### config.mk
export PLATFORM = sky130hd
export DESIGN_NAME = boreal_replay_read_arbiter
export DESIGN_NICKNAME = d
export VERILOG_FILES = /design/src/rtl/boreal_replay_read_arbiter.sv
export SDC_FILE = /design/constraint.sdc
export NUM_CORES = 1
export LEC_CHECK = 0
export BUFFER_PORTS_ARGS = -buffer_cell sky130_fd_sc_hd__buf_2
export CAP_MARGIN = 20
export CORE_MARGIN = 2
export CORE_UTILIZATION = 45
export DETAILED_ROUTE_END_ITERATION = 8
export PLACE_DENSITY = 0.65
export SLEW_MARGIN = 5
export SYNTH_ARGS = -nofsm -noshare
export SYNTH_HDL_FRONTEND = slang
export SYNTH_SLANG_ARGS = --single-unit
### constraint.sdc
create_clock -name clk_i -period 6.2 [get_ports clk_i]
set_input_delay 0.62 -clock clk_i [delete_from_list [all_inputs] [get_ports clk_i]]
set_output_delay 0.62 -clock clk_i [all_outputs]
set_load 0.005 [all_outputs]
### src/rtl/boreal_replay_read_arbiter.sv
// boreal_replay_read_arbiter
// Shares the single synchronous read port of the 1024 x 48 telemetry replay
// ledger between the host extractor (req_i[0]) and the replay engine
// (req_i[1]). Each granted request is served as the newest L entries,
// oldest first, on a valid/ready stream. Ledger writes are snooped to mirror
// the write pointer and fill level, and to flag words that were overwritten
// before they were read.
//
// Ports
//   clk_i, rst_ni     clock, synchronous active-low reset
//   wr_valid_i        ledger write strobe (one entry per cycle)
//   req_i[1:0]        burst requests, held until granted
//   len0_i, len1_i    requested burst lengths (host / replay), 0..2^ADDR_W
//   gnt_o[1:0]        one-hot grant, high from GRANT through DONE
//   bram_addr_o       ledger read address
//   bram_rdata_i      ledger read data, one cycle after the address
//   out_data_o, out_valid_o, out_ready_i, out_last_o   burst stream
//   out_overrun_o     sticky per-burst overwrite flag
//   done_o            one-cycle pulse at burst end
//   busy_o            high whenever not idle
module boreal_replay_read_arbiter #(
  parameter int unsigned ADDR_W = 10,
  parameter int unsigned DATA_W = 48
) (
  input  logic              clk_i,
  input  logic              rst_ni,
  input  logic              wr_valid_i,
  input  logic [1:0]        req_i,
  input  logic [ADDR_W:0]   len0_i,
  input  logic [ADDR_W:0]   len1_i,
  output logic [1:0]        gnt_o,
  output logic [ADDR_W-1:0] bram_addr_o,
  input  logic [DATA_W-1:0] bram_rdata_i,
  output logic [DATA_W-1:0] out_data_o,
  output logic              out_valid_o,
  input  logic              out_ready_i,
  output logic              out_last_o,
  output logic              out_overrun_o,
  output logic              done_o,
  output logic              busy_o
);

  localparam logic [ADDR_W:0] DEPTH_L = {1'b1, {ADDR_W{1'b0}}};

  typedef enum logic [1:0] {
    S_IDLE,
    S_GRANT,
    S_STREAM,
    S_DONE
  } state_t;

  state_t              state_q, state_d;
  logic                rr_last_q, rr_last_d;   // 1 = replay was served last
  logic                owner_q, owner_d;       // 1 = replay owns the burst
  logic                hold_q, hold_d;         // blocks arbitration right after DONE
  logic [ADDR_W-1:0]   wptr_q, wptr_d;
  logic [ADDR_W:0]     fill_q, fill_d;
  logic [ADDR_W:0]     len_q, len_d;
  logic [ADDR_W-1:0]   start_q, start_d;
  logic [ADDR_W:0]     k_q, k_d;
  logic [ADDR_W:0]     w_q, w_d;               // writes since grant, saturating
  logic                ovr_q, ovr_d;
  logic                infl_q, infl_d;         // read issued last cycle
  logic                infl_last_q, infl_last_d;
  logic [1:0]          q_cnt_q, q_cnt_d;
  logic [DATA_W-1:0]   q_data0_q, q_data0_d, q_data1_q, q_data1_d;
  logic                q_last0_q, q_last0_d, q_last1_q, q_last1_d;

  logic                win;
  logic [ADDR_W:0]     len_sel, len_clamp, len_eff;
  logic                pop, push, issue;
  logic [2:0]          occ;
  logic [ADDR_W+1:0]   w_eff, thr;

  always_ff @(posedge clk_i) begin
    if (!rst_ni) begin
      state_q     <= S_IDLE;
      rr_last_q   <= 1'b1;
      owner_q     <= 1'b0;
      hold_q      <= 1'b0;
      wptr_q      <= '0;
      fill_q      <= '0;
      len_q       <= '0;
      start_q     <= '0;
      k_q         <= '0;
      w_q         <= '0;
      ovr_q       <= 1'b0;
      infl_q      <= 1'b0;
      infl_last_q <= 1'b0;
      q_cnt_q     <= '0;
      q_data0_q   <= '0;
      q_data1_q   <= '0;
      q_last0_q   <= 1'b0;
      q_last1_q   <= 1'b0;
    end else begin
      state_q     <= state_d;
      rr_last_q   <= rr_last_d;
      owner_q     <= owner_d;
      hold_q      <= hold_d;
      wptr_q      <= wptr_d;
      fill_q      <= fill_d;
      len_q       <= len_d;
      start_q     <= start_d;
      k_q         <= k_d;
      w_q         <= w_d;
      ovr_q       <= ovr_d;
      infl_q      <= infl_d;
      infl_last_q <= infl_last_d;
      q_cnt_q     <= q_cnt_d;
      q_data0_q   <= q_data0_d;
      q_data1_q   <= q_data1_d;
      q_last0_q   <= q_last0_d;
      q_last1_q   <= q_last1_d;
    end
  end

  always_comb begin
    state_d     = state_q;
    rr_last_d   = rr_last_q;
    owner_d     = owner_q;
    hold_d      = hold_q;
    wptr_d      = wptr_q;
    fill_d      = fill_q;
    len_d       = len_q;
    start_d     = start_q;
    k_d         = k_q;
    w_d         = w_q;
    ovr_d       = ovr_q;
    infl_d      = 1'b0;
    infl_last_d = 1'b0;
    q_cnt_d     = q_cnt_q;
    q_data0_d   = q_data0_q;
    q_data1_d   = q_data1_q;
    q_last0_d   = q_last0_q;
    q_last1_d   = q_last1_q;
    issue       = 1'b0;

    win       = (req_i == 2'b11) ? ~rr_last_q : req_i[1];
    len_sel   = win ? len1_i : len0_i;
    len_clamp = (len_sel > DEPTH_L) ? DEPTH_L : len_sel;
    len_eff   = (len_clamp < fill_q) ? len_clamp : fill_q;

    // Write mirror, independent of the burst state.
    if (wr_valid_i) begin
      wptr_d = wptr_q + 1'b1;
      if (fill_q != DEPTH_L) fill_d = fill_q + 1'b1;
      if (w_q != '1) w_d = w_q + 1'b1;
    end

    // W as it stands including a write landing in this very cycle.
    w_eff = {1'b0, w_q} + {{(ADDR_W+1){1'b0}}, wr_valid_i};
    thr   = {1'b0, DEPTH_L} - {1'b0, len_q} + {1'b0, k_q};

    // Credit check counts the slot freed by this cycle's pop so that a
    // continuously ready sink sees one word per cycle.
    pop  = (q_cnt_q != 2'd0) && out_ready_i;
    push = infl_q;
    occ  = {1'b0, q_cnt_q} - {2'b00, pop} + {2'b00, infl_q};

    case (state_q)
      S_IDLE: begin
        if (hold_q) begin
          hold_d = 1'b0;
        end else if (|req_i) begin
          owner_d   = win;
          rr_last_d = win;
          len_d     = len_eff;
          start_d   = wptr_q - len_eff[ADDR_W-1:0];
          k_d       = '0;
          // The write sampled alongside the latch is the first one that can
          // land on the oldest latched entry.
          w_d       = {{ADDR_W{1'b0}}, wr_valid_i};
          ovr_d     = 1'b0;
          state_d   = S_GRANT;
        end
      end
      S_GRANT: begin
        state_d = (len_q == '0) ? S_DONE : S_STREAM;
      end
      S_STREAM: begin
        if ((k_q != len_q) && (occ < 3'd2)) begin
          issue       = 1'b1;
          k_d         = k_q + 1'b1;
          infl_d      = 1'b1;
          infl_last_d = (k_q == len_q - 1'b1);
          if (w_eff > thr) ovr_d = 1'b1;
        end
        if (pop && q_last0_q) state_d = S_DONE;
      end
      S_DONE: begin
        state_d = S_IDLE;
        hold_d  = 1'b1;
      end
      default: state_d = S_IDLE;
    endcase

    case ({push, pop})
      2'b10: begin
        if (q_cnt_q == 2'd0) begin
          q_data0_d = bram_rdata_i;
          q_last0_d = infl_last_q;
        end else begin
          q_data1_d = bram_rdata_i;
          q_last1_d = infl_last_q;
        end
        q_cnt_d = q_cnt_q + 2'd1;
      end
      2'b01: begin
        q_data0_d = q_data1_q;
        q_last0_d = q_last1_q;
        q_cnt_d   = q_cnt_q - 2'd1;
      end
      2'b11: begin
        if (q_cnt_q == 2'd1) begin
          q_data0_d = bram_rdata_i;
          q_last0_d = infl_last_q;
        end else begin
          q_data0_d = q_data1_q;
          q_last0_d = q_last1_q;
          q_data1_d = bram_rdata_i;
          q_last1_d = infl_last_q;
        end
      end
      default: ;
    endcase
  end

  assign gnt_o         = (state_q == S_IDLE) ? 2'b00 : (owner_q ? 2'b10 : 2'b01);
  assign bram_addr_o   = (state_q == S_STREAM) ? (start_q + k_q[ADDR_W-1:0]) : '0;
  assign out_data_o    = q_data0_q;
  assign out_valid_o   = (q_cnt_q != 2'd0);
  assign out_last_o    = (q_cnt_q != 2'd0) && q_last0_q;
  assign out_overrun_o = ovr_q;
  assign done_o        = (state_q == S_DONE);
  assign busy_o        = (state_q != S_IDLE);

endmodule

==> results.toml <==
[layout]
postLayoutCoreUtil_pct = 53.3
area_growth_syn_to_layout_pct = 16.5
final_area_sq_um = 11200
drive_gt1_share_pct = 14.8
nets = 1453

[logic_synthesis]
synth_area_leaders = "dfxtp_1, ha_1, nand2_1"
synth_seq_cells = 172
ys_types = 56
yosysMostFrequentCell = "dfxtp_1"
ys_top_cells_by_count = "dfxtp_1, nand2_1, nor2_1"
synth_nets = 1345
async_flop_share_pct = 0
ys_warn_count = 0
synth_edf_count = 0
synth_flop_cell = "dfxtp_1"
syn_inst = 1188
synth_top_area_share_pct = 35.9
synth_largest_area_cell = "dfxtp_1"
synth_seq_area_share_pct = 35.9
syn_avg_cell_area_sq_um = 8.07
syn_area_sq_um = 9590

[global_routing]
grt_pass1_vias = 8135
grtUsageMet3_pct = 3.35
use_met2_pct = 36.4
overflow = 0
grt_max_degree = 78
grt_first_pass_wirelength_um = 40700
top_usage_layer = "met2"
grt_util_met1_pct = 30.2
grt_usage_pct = 22.3
antenna_found_initial = 1

[detailed_routing]
vias_per_cell = 5.43
first_iter_violations = 445
first_pass_iters = 6
drc = 0
vias = 8602
ant_nets = 0
finalWirelength_um = 24700
wl_per_cell_um = 15.6

[min_path]
worstHoldPathType = "input pin to register"

[timing]
final.setup.tns_ns = 0
finalCriticalPeriod_ns = 5.01
max_freq_mhz = 200
grt_setup_unrepaired = "false"
slew_headroom_pct = 45.6
fin_hold_ws_ns = 0.429
final_hold_viol_count = 0
setup_viol = 0
period_share_pct = 80.8
tightest_slew_ns = 0.816
fin_worst_skew_ns = 0.0119
timing.final.max_slew_violations = 0
worst_slack_ns = 1.19

[setup_path]
crit_slowest_cell = "o21ai_1"
crit_top_cell = "and3_1"
rrSetupSlack_ns = 1.19
endpoint_kind = "register"
setup.worst_path.start_class = "register"
arrival_ns = 5.36
path_cells = "a21bo_2 > mux2_2 > and3_1 > a21oi_1 > ha_1 > and4_1 > o211ai_1 > a311o_1 > o21ai_1 > buf_4 > mux2i_1 > ha_1 > a21o_1 > and3_1 > o32ai_1 > nand3_1 > and3_1 > o31ai_1"
path_max_fanout = 11
max_stage_delay_ns = 0.52
required_ns = 6.55
path_class = "register to register"

[clocking]
htree_levels = 4
cts_num_sinks = 172
root_buffer = "clkbuf_16"
path_clk_slew_ns = 0.07
cts_tree = "done"
cts_buffers = 17
clockBufferDepth = 2
insertion_delay_ns = 0.43
cts-hold-fix-buffers = 0
cts_resized = 0
cts_setup_buffers = 0

[placement]
dp_slack_ns = 0.849
dpl-instance-area_sq_um = 10500
numPortBuffers = 140
gp_congestion = 0.860
dp_hpwl_um = 17500

[power]
p_leak_uw = 0.00468
power_density_nw_per_um2 = 421
ir_drop_mv = 0.243

[floorplan]
die_h_um = 150
core_sq_um = 21000
dieWidth_um = 150
start_util_pct = 45.8
dieArea_sq_um = 22500
row_count = 53
ios = 141

[flow_run]
drv_cap = 0

[run_status]
outcome = "completed"
worst paths after layout:
| kind | endpoint | depth (start not counted) | startpoint |
|---|---|---|---|
| max | start_q[9]$_SDFFE_PN0P_ | 18 | rr_last_q$_SDFFE_PN1P_ |
| min reg2reg | q_last1_q$_SDFFE_PN0P_ | 2 | infl_last_q$_SDFF_PN0_ |
| min | q_data1_q[40]$_SDFFE_PN0P_ | 3 | bram_rdata_i[40] |
| max reg2reg | start_q[9]$_SDFFE_PN0P_ | 18 | rr_last_q$_SDFFE_PN1P_ |
critical path: cells and delay by family (launching register included):
kind / cells / cell delay [ns]
flops: 1 / 0.37
mux: 2 / 0.73
fa+ha+maj: 2 / 0.49
simple gates: 5 / 0.99
buf+inv: 1 / 0.29
compound gates: 8 / 2.07
metal layers:
metal  vias up  part of all wire, %
met5         -                    0
met4         0                  1.7
met3        28                  4.1
met2       207                   47
met1      3975                   47
li1       4392                    -
power breakdown:
part	switching [uW]	internal (uW)	leakage, uW
registers	167	1360	0.00140
logic	1200	815	0.00297
clock network	497	665	0.000310
total	1860	2840	0.00468
area by class of cell:
type                       instances  area (sq um)
inverter                          67           254
clock inverter                    13           199
fill                            2057          9790
clock buffer                      19           443
sequential                       172          3440
tap                              275           344
timing repair buffer             151           783
multi-input combinational        887          5700
antenna                            1          2.50
sequential cells by signal, summed over array words and instances (netlist names), 2 cells and up:
register    count
k_q            11
q_data1_q      48
state_q         2
len_q          11
out_data_o     48
wptr_q         10
start_q        10
fill_q         11
w_q            11
q_cnt_q         2
cell usage in the layout (no fill, tap or decap), types with 49 or more instances in the layout:
| cell type | instances |
|---|---|
| ha_1 | 77 |
| a221oi_1 | 49 |
| inv_1 | 66 |
| dfxtp_1 | 172 |
| nand2_1 | 162 |
| a21oi_1 | 98 |
| buf_2 | 140 |
| xnor2_1 | 54 |
| nor2_1 | 121 |
| nor3_1 | 59 |
kinds of logic after synthesis:
| logic type | after synthesis | share of synthesized area [%] |
|---|---|---|
| simple gates | 460 | 21.7 |
| compound gates | 252 | 17.4 |
| flops | 172 | 35.9 |
| buf+inv | 129 | 5.15 |
| fa+ha+maj | 83 | 11.1 |
| xor+xnor | 74 | 6.76 |
| mux | 18 | 2.04 |
metrics by stage:
step                      instances  total power (uW)
after floorplan                1188              2940
after global placement         1552              3540
after detailed placement       1552              3570
after CTS                      1584              4740
after global routing           1584              5070
final                          1585              4700
Power figures use the tool's default switching activity.
